===== src/rtl/alu_pkg.sv =====
// rtl/alu_pkg.sv - shared encodings and defaults for the sequential ALU
package alu_pkg;

    localparam int DEFAULT_WIDTH = 16;

    typedef enum logic [1:0] {
        ALU_ADD = 2'b00,
        ALU_SUB = 2'b01,
        ALU_MUL = 2'b10,
        ALU_DIV = 2'b11
    } alu_op_e;

    typedef enum logic [1:0] {
        IDLE = 2'b00,
        MUL  = 2'b01,
        DIV  = 2'b10,
        DONE = 2'b11
    } alu_state_e;

endpackage


===== src/rtl/seq_alu_if.sv =====
// rtl/seq_alu_if.sv - CU <-> ALU request/response bundle (optional flags: SEQ_ALU_FLAGS_EN)
interface seq_alu_if #(parameter int WIDTH = alu_pkg::DEFAULT_WIDTH);

    logic [1:0]       ALUOP;
    logic [WIDTH-1:0] ALU_A;
    logic [WIDTH-1:0] ALU_B;
    logic             ALU_Start;
    logic [WIDTH-1:0] ALU_Result;
    logic             ALU_Done;
    logic             ALU_Busy;
`ifdef SEQ_ALU_FLAGS_EN
    logic [1:0]       ALU_Flags;
`endif

    modport master (
        output ALUOP, ALU_A, ALU_B, ALU_Start,
`ifdef SEQ_ALU_FLAGS_EN
        input  ALU_Flags,
`endif
        input  ALU_Result, ALU_Done, ALU_Busy
    );

    modport slave (
        input  ALUOP, ALU_A, ALU_B, ALU_Start,
`ifdef SEQ_ALU_FLAGS_EN
        output ALU_Flags,
`endif
        output ALU_Result, ALU_Done, ALU_Busy
    );

endinterface


===== src/rtl/seq_divider.sv =====
// rtl/seq_divider.sv - restoring-division datapath, one quotient bit per step
module seq_divider #(
    parameter int WIDTH = 16
) (
    input  logic             clk,
    input  logic             rst,
    input  logic             load,
    input  logic             step,
    input  logic [WIDTH-1:0] dividend,
    input  logic [WIDTH-1:0] divisor,
    output logic [WIDTH-1:0] quotient_next
);

    logic [WIDTH-1:0] rem_q, rem_d;
    logic [WIDTH-1:0] quo_q, quo_d;
    logic [WIDTH-1:0] dvs_q, dvs_d;
    logic [WIDTH:0]   shifted;

    // Load operands, or shift in the next dividend bit and try subtracting the divisor.
    always_comb begin
        rem_d   = rem_q;
        quo_d   = quo_q;
        dvs_d   = dvs_q;
        shifted = {rem_q, quo_q[WIDTH-1]};
        if (load) begin
            rem_d = '0;
            quo_d = dividend;
            dvs_d = divisor;
        end else if (step) begin
            if (shifted >= {1'b0, dvs_q}) begin
                rem_d = WIDTH'(shifted - {1'b0, dvs_q});
                quo_d = {quo_q[WIDTH-2:0], 1'b1};
            end else begin
                rem_d = shifted[WIDTH-1:0];
                quo_d = {quo_q[WIDTH-2:0], 1'b0};
            end
        end
    end

    // Remainder, quotient and divisor registers.
    always_ff @(posedge clk) begin
        if (rst) begin
            rem_q <= '0;
            quo_q <= '0;
            dvs_q <= '0;
        end else begin
            rem_q <= rem_d;
            quo_q <= quo_d;
            dvs_q <= dvs_d;
        end
    end

    assign quotient_next = quo_d;

endmodule


===== src/rtl/seq_alu.sv =====
// rtl/seq_alu.sv - multi-cycle 16-bit ALU (ADD/SUB 1 cycle, MUL/DIV iterative); optional SEQ_ALU_FLAGS_EN
module seq_alu
    import alu_pkg::*;
#(
    parameter int WIDTH  = DEFAULT_WIDTH,
    parameter int ITER_W = 5
) (
    input  logic     Clock,
    input  logic     Reset,
    seq_alu_if.slave alu
);

    alu_state_e       state_q, state_d;
    logic [ITER_W-1:0] cnt_q, cnt_d;
    logic [WIDTH-1:0] mcand_q, mcand_d;
    logic [WIDTH-1:0] mplier_q, mplier_d;
    logic [WIDTH-1:0] acc_q, acc_d;
    logic [WIDTH-1:0] result_q, result_d;
    logic [WIDTH-1:0] res_val;
    logic [WIDTH-1:0] quo_next;
    logic             complete;
    logic             div_load;
    logic             div_step;
    logic             last_iter;

    assign last_iter = (cnt_q == ITER_W'(WIDTH - 1));

    seq_divider #(.WIDTH(WIDTH)) u_div (
        .clk           (Clock),
        .rst           (Reset),
        .load          (div_load),
        .step          (div_step),
        .dividend      (alu.ALU_A),
        .divisor       (alu.ALU_B),
        .quotient_next (quo_next)
    );

    // Next-state and datapath control; completion writes the result register.
    always_comb begin
        state_d  = state_q;
        cnt_d    = cnt_q;
        mcand_d  = mcand_q;
        mplier_d = mplier_q;
        acc_d    = acc_q;
        res_val  = '0;
        complete = 1'b0;
        div_load = 1'b0;
        div_step = 1'b0;
        case (state_q)
            IDLE, DONE: begin
                if (alu.ALU_Start) begin
                    case (alu_op_e'(alu.ALUOP))
                        ALU_ADD: begin
                            res_val  = alu.ALU_A + alu.ALU_B;
                            complete = 1'b1;
                            state_d  = DONE;
                        end
                        ALU_SUB: begin
                            res_val  = alu.ALU_A - alu.ALU_B;
                            complete = 1'b1;
                            state_d  = DONE;
                        end
                        ALU_MUL: begin
                            mcand_d  = alu.ALU_A;
                            mplier_d = alu.ALU_B;
                            acc_d    = '0;
                            cnt_d    = '0;
                            state_d  = MUL;
                        end
                        ALU_DIV: begin
                            if (alu.ALU_B == '0) begin
                                res_val  = '0;
                                complete = 1'b1;
                                state_d  = DONE;
                            end else begin
                                div_load = 1'b1;
                                cnt_d    = '0;
                                state_d  = DIV;
                            end
                        end
                    endcase
                end else begin
                    state_d = IDLE;
                end
            end
            MUL: begin
                acc_d    = acc_q + (mplier_q[0] ? mcand_q : '0);
                mcand_d  = mcand_q << 1;
                mplier_d = mplier_q >> 1;
                cnt_d    = cnt_q + 1'b1;
                if (last_iter) begin
                    res_val  = acc_d;
                    complete = 1'b1;
                    state_d  = DONE;
                end
            end
            DIV: begin
                div_step = 1'b1;
                cnt_d    = cnt_q + 1'b1;
                if (last_iter) begin
                    res_val  = quo_next;
                    complete = 1'b1;
                    state_d  = DONE;
                end
            end
            default: state_d = IDLE;
        endcase
        result_d = complete ? res_val : result_q;
    end

    // State, counter and multiplier registers; reset aborts any operation.
    always_ff @(posedge Clock) begin
        if (Reset) begin
            state_q  <= IDLE;
            cnt_q    <= '0;
            mcand_q  <= '0;
            mplier_q <= '0;
            acc_q    <= '0;
            result_q <= '0;
        end else begin
            state_q  <= state_d;
            cnt_q    <= cnt_d;
            mcand_q  <= mcand_d;
            mplier_q <= mplier_d;
            acc_q    <= acc_d;
            result_q <= result_d;
        end
    end

    assign alu.ALU_Result = result_q;
    assign alu.ALU_Done   = (state_q == DONE);
    assign alu.ALU_Busy   = (state_q == MUL) || (state_q == DIV);

`ifdef SEQ_ALU_FLAGS_EN
    logic [1:0] flags_q, flags_d;
    logic       dbz;

    assign dbz = ((state_q == IDLE) || (state_q == DONE)) &&
                 (alu_op_e'(alu.ALUOP) == ALU_DIV) && (alu.ALU_B == '0);

    // Zero/DivByZero captured alongside each completed result.
    always_comb begin
        flags_d = flags_q;
        if (complete) begin
            flags_d = {dbz, (res_val == '0)};
        end
    end

    // Flag register.
    always_ff @(posedge Clock) begin
        if (Reset) begin
            flags_q <= '0;
        end else begin
            flags_q <= flags_d;
        end
    end

    assign alu.ALU_Flags = flags_q;
`endif

endmodule

===== src/flat_wrapper.sv =====
// flat-port wrapper written by rule: the top's interface ports become plain ports
module seq_alu_flat import alu_pkg::*;
#(
    parameter int WIDTH  = DEFAULT_WIDTH,
    parameter int ITER_W = 5
)
  (Clock, Reset, alu_ALUOP, alu_ALU_A, alu_ALU_B, alu_ALU_Start, alu_ALU_Result, alu_ALU_Done, alu_ALU_Busy);
  seq_alu_if #(.WIDTH(WIDTH)) alu_i ();
  input  logic Clock;
  input  logic Reset;
  input wire logic [$bits(alu_i.ALUOP)-1:0] alu_ALUOP;
  input wire logic [$bits(alu_i.ALU_A)-1:0] alu_ALU_A;
  input wire logic [$bits(alu_i.ALU_B)-1:0] alu_ALU_B;
  input wire logic [$bits(alu_i.ALU_Start)-1:0] alu_ALU_Start;
  output wire logic [$bits(alu_i.ALU_Result)-1:0] alu_ALU_Result;
  output wire logic [$bits(alu_i.ALU_Done)-1:0] alu_ALU_Done;
  output wire logic [$bits(alu_i.ALU_Busy)-1:0] alu_ALU_Busy;
  assign alu_i.ALUOP = alu_ALUOP;
  assign alu_i.ALU_A = alu_ALU_A;
  assign alu_i.ALU_B = alu_ALU_B;
  assign alu_i.ALU_Start = alu_ALU_Start;
  assign alu_ALU_Result = alu_i.ALU_Result;
  assign alu_ALU_Done = alu_i.ALU_Done;
  assign alu_ALU_Busy = alu_i.ALU_Busy;
  seq_alu #(.WIDTH(WIDTH), .ITER_W(ITER_W)) u_core (.Clock(Clock), .Reset(Reset), .alu(alu_i));
endmodule

===== config.mk =====
export PLATFORM = sky130hd
export DESIGN_NAME = seq_alu_flat
export DESIGN_NICKNAME = d
export VERILOG_FILES = /design/src/rtl/alu_pkg.sv /design/src/rtl/seq_alu_if.sv /design/src/rtl/seq_divider.sv /design/src/rtl/seq_alu.sv /design/src/flat_wrapper.sv
export SDC_FILE = /design/constraint.sdc
export NUM_CORES = 1
export LEC_CHECK = 0
export ABC_CLOCK_PERIOD_IN_PS = 4800
export CAP_MARGIN = 20
export CORE_MARGIN = 5
export CORE_UTILIZATION = 57
export CTS_CLUSTER_DIAMETER = 120
export DETAILED_ROUTE_END_ITERATION = 10
export PLACE_DENSITY = 0.78
export SETUP_SLACK_MARGIN = 0.05
export SYNTH_ARGS = -nofsm -noshare
export SYNTH_HDL_FRONTEND = slang
export SYNTH_SLANG_ARGS = --single-unit
export TNS_END_PERCENT = 100

===== constraint.sdc =====
create_clock -name Clock -period 4.8 [get_ports Clock]
set_input_delay 0.48 -clock Clock [delete_from_list [all_inputs] [get_ports Clock]]
set_output_delay 0.48 -clock Clock [all_outputs]
set_load 0.005 [all_outputs]

Yosys cells after proc, flatten, opt, wreduce, memory -nomap -nowiden
Index checks and enable logic that the tools add are counted.

Register bits after elaboration: 119. Bits of input ports: 37. Output and inout bits: 18. Logic and storage cells: 76.

Add/subtract/negate cells: 5. Magnitude comparators: 1. Equality and inequality tests: 12. Muxes and demuxes: 38. Reduce and logical (&&, ||, !) cells: 11.

Operator list (number): $mux 16 (13); $pmux 16 s2 (4); $pmux 16 s3 (1); $add 16x16->16 (2); $sub 16x16->16 (2); $pmux 5 s2 (2); $ge 17x16->1 (1); $logic_not 16->1 (1); $mux 1 (10); $mux 5 (2); $eq 2x2->1 const B (4); $reduce_or 2->1 (4); $ne 3x3->1 const B (2); $pmux 2 s3 (1); $reduce_and 3->1 (2); $add 5x1->5 const B (1); $eq 5x4->1 const B (1); $eq 2x1->1 const B (2); $logic_not 2->1 (2); $mux 2 (2); $ne 2x2->1 const B (2); $pmux 1 s2 (2); $pmux 2 s2 (1); $ne 2x1->1 const B (1); other kinds (2) (2).

Logic depth before layout (Yosys ltp)
Depth after elaboration: 8. Depth in mapped cells: 13. Gate-level depth less buffers: 13.

Modules after synthesis
Synthesis repeated with hierarchy kept, for this count alone.

Cell total of the unflattened synthesis: 970. Area total of the unflattened synthesis: 7927.6 um^2.

Modules (own cells, without submodules): seq_alu (instances 1, cells an instance 608, area an instance 4919.7 um^2, seq. area each 1421.4 um^2); seq_divider (instances 1, cells an instance 362, area an instance 3007.9 um^2, seq. area each 960.9 um^2).

Worst setup path after synthesis
No wires, ideal clock.

Kind: input -> register. Start: input port alu_ALU_B[2]. End: register u_core.result_q[13] (netlist: u_core.alu.ALU_Result[13]). Library setup time: 0.123 ns. Arrival time: 2.930 ns. Data required time: 4.677 ns. Path slack: 1.747 ns. Stages on the path: 13. Path buffers: 1. Cells stage by stage: clkbuf_1 -> nor4_4 -> nand2_1 -> o21ai_0 -> xor2_1 -> ha_1 -> a21oi_1 -> o21ai_0 -> or2_2 -> o21a_1 -> o22ai_1 -> xor2_1 -> o22ai_1.

Longest elaborated chain between the ends: 8. Elaborated cells between the ends (all ways): 16.

Ends and longest elaborated chain: start: declaration (line flat_wrapper.sv:13) `input wire logic [$bits(alu_i.ALU_B)-1:0] alu_ALU_B;`; branches (longest 8 deep; another with $sub 16x16->16); end signal: assignment (line seq_alu.sv:126) `result_q <= result_d;`; end: declaration (line seq_alu.sv:18) `logic [WIDTH-1:0] result_q, result_d;`.

Several ways; the timed one is not identified. A chain may end at the register's enable or synchronous reset.

Worst setup path in the final report
Start: input port alu_ALU_B[2]. End: register u_core.result_q[15] (netlist: u_core.alu.ALU_Result[15]).

Same word-level chain as after synthesis.

==> key figures <==
Clocking
  • Number of clock buffers inserted by TritonCTS: 17
  • Clk pin slew, worst setup/hold paths: 0.05 ns
  • Buffers from clock root to sink, at most: 2
  • Clock root buffer: clkbuf_16
  • Later-pin clock latency in the skew report: 0.42 ns
  • Cts hold-fix bufs: 0
  • TritonCTS clock tree: done
  • Clock Sink Count: 119
  • Number of buffers added for setup after CTS: 0
  • Number of levels the H-tree was split into: 4
  • CTS resizes: 0

Outcome
  • Result of the run: finished clean

GRT
  • Final global-route overflow total: 0
  • Number of global-route vias before repair: 7,094
  • Aggregate global-route resource usage: 27.2%
  • Pin count of the biggest net entering global routing: 61
  • Global-route wire length before repair: 35,900 um
  • Antenna violations before repair: 0

Layout
  • Post-layout instance count excluding filler cells: 1,227
  • Number of fillers in the final layout: 1,183
  • Final Instance Area: 9150 sq um
  • ANT cells: 0
  • Layout cells sized above 1: 5.54%
  • Core utilization of the finished layout: 66.7%
  • Total number of nets in the final design: 1,126
  • Most common library cell in the layout ignoring fill and taps: dfxtp_1
  • Top library cells by usage in the layout, fill and taps aside: dfxtp_1, nor2_1, nand2_1
  • Area Growth Syn to Fin: 15.9%

Yosys
  • Post-synthesis async set-or-reset flop share: 0%
  • Synthesized cell area: 7900 sq um
  • YS warnings: 0
  • Count of distinct cell types in the synthesized netlist: 68
  • Sequential area share after synthesis: 30.2%
  • Post-synth top flop: dfxtp_1
  • Mapped Nets: 1,097
  • Synth Register Bits: 119
  • Number of standard cells after synthesis: 1,005
  • Number of enable-type register cells in the synthesized netlist: 0
  • Mean instance size in the synthesized netlist: 7.86 sq um

STA
  • Number of slew-limit violations in the final report: 0
  • Worst Skew: 0.00703 ns
  • Total setup violations reported at the end of the flow: 0
  • Final critical-path share of the clock period: 71.1%
  • Maximum clock frequency: 293 MHz
  • Transition at the pin with the smallest max-transition slack: 1.02 ns
  • RSZ-0062 raised after global routing: false
  • Min Hold Slack: 0.453 ns
  • Final TNS setup: 0 ns
  • Worst slew slack as a fraction of its limit: 32.3%
  • Final hold violation count: 0
  • Final min period: 3.41 ns
  • Post-route worst setup slack: 1.39 ns

Power
  • Pwr/cell area: 594 nW/um^2
  • Standby leakage power: 3.42 nW
  • Power, Total: 5.43 mW
  • Worst voltage drop across the vdd grid: 0.542 mV

Critical path
  • Most common cell type on the critical path: o21ai_0
  • Slowest cell on crit path: clkdlybuf4s50_1
  • Maximum net fanout on the critical path: 7
  • Crit-path max cell delay: 0.57 ns
  • Cell-by-cell trace of the critical path: clkdlybuf4s50_1 -> nor4_4 -> nand2_1 -> o41ai_1 -> xor2_1 -> ha_1 -> nand2_1 -> o21ai_0 -> or2_2 -> o21ai_0 -> a21oi_1 -> o21ai_0 -> a41oi_1
  • Type of the setup path with the least slack: in -> reg
  • Element type at the critical path end: flip-flop
  • Signal arrival time at the worst endpoint: 3.68 ns
  • Worst path required time: 5.07 ns
  • Type of element launching the critical path: input pin

Placement
  • Number of cells after detailed placement: 1,195
  • Worst setup slack before clock tree synthesis: 1.04 ns
  • Post-DP HPWL: 15,300 um
  • Final Wtd Congestion: 0.899
  • Cell area reported after detailed placement: 8530 sq um
  • # port buffers: 54

Floorplanning
  • Core area: 13,700 sq um
  • Die Outline Area: 16,300 sq um
  • I/O pin count: 55
  • Initial Util: 57.6%
  • Die H: 128 um
  • Die Wd: 128 um
  • Cell row count: 43

Routing
  • Wirelength per Cell: 17.6 um
  • Drt initial violations: 869
  • Final routed wirelength across all metal layers: 21,600 um
  • Remaining DRCs: 0
  • Number of detailed-route iterations in the first pass: 5
  • Ratio of routed vias to standard cells: 6.14
  • Via count: 7,532
  • DRT antenna net count: 0

Min path
  • Path class of the lowest-slack min-delay path: reg -> reg

Flow run
  • Max-cap check violation count: 0
## worst max-delay path: cells and delay by family
family	cells	cell delay, ns
buf+inv	1	0.57
fa+ha+maj	1	0.30
simple gates	4	1.00
compound gates	6	1.11
xor+xnor	1	0.20
## final timing paths
path	startpoint	endpoint	slack (ns)	cells past startpoint
max	alu_ALU_B[2]	u_core.alu.ALU_Result[15]	1.39	13
min	u_core.u_div.dvs_q[5]	u_core.u_div.dvs_q[5]	0.45	2
max reg2reg	u_core.mplier_q[0]	u_core.alu.ALU_Result[9]	1.56	9
min reg2reg	u_core.u_div.dvs_q[5]	u_core.u_div.dvs_q[5]	0.45	2
## registers in the layout (all words and copies together) (netlist names)
name / cells
u_core.acc_q: 16
u_core.state_q: 2
u_core.alu.ALU_Result: 16
u_core.u_div.dvs_q: 16
u_core.u_div.rem_q: 16
u_core.mcand_q: 16
u_core.u_div.quo_q: 16
u_core.mplier_q: 16
u_core.cnt_q: 5
## metal layers
metal / wire length [um] / part of all wire (%) / track usage, % / vias to the layer above
met5: 0 / 0 / 0 / -
met4: 386 / 1.8 / 8.61 / 0
met3: 1370 / 6.4 / 6.04 / 35
met2: 9760 / 45 / 41.8 / 249
met1: 10100 / 47 / 38.0 / 3545
li1: - / - / - / 3703
## cell usage after synthesis (15+ instances only)
library cell | number | area [sq um]
a211oi_1 | 49 | 368
a21oi_1 | 83 | 415
a22oi_1 | 15 | 113
and2_1 | 17 | 106
clkbuf_1 | 34 | 128
dfxtp_1 | 119 | 2380
ha_1 | 52 | 651
inv_1 | 36 | 135
mux2i_1 | 51 | 510
nand2_1 | 112 | 420
nand3_1 | 19 | 95.1
nor2_1 | 116 | 435
o21ai_0 | 58 | 290
xnor2_1 | 28 | 245
## power breakdown
group	total (mW)	internal, mW	switching (mW)
combinational	2.72	1.07	1.65
clock	1.34	0.881	0.461
sequential	1.37	1.20	0.170
## layout make-up
class / count / area (sq um) / area share [%]
inverters: 37 / 139 / 1.52
multi-input cells: 796 / 5170 / 56.5
clock inverters: 8 / 118 / 1.28
repair buffers: 63 / 618 / 6.75
well taps: 180 / 225 / 2.46
flip-flops and latches: 119 / 2380 / 26.0
clock buffers: 24 / 502 / 5.48
## cell families after synthesis
| family | Yosys count | synth area share (%) |
|---|---|---|
| and+or+nand+nor | 336 | 19.3 |
| buffers and inverters | 90 | 4.70 |
| muxes | 55 | 7.03 |
| AOI/OAI and AO/OA | 311 | 25.5 |
| DFF | 119 | 30.2 |
| xor gates and xnor gates | 39 | 4.32 |
| adders and majority gates | 55 | 9.00 |
Power figures use the tool's default switching activity.
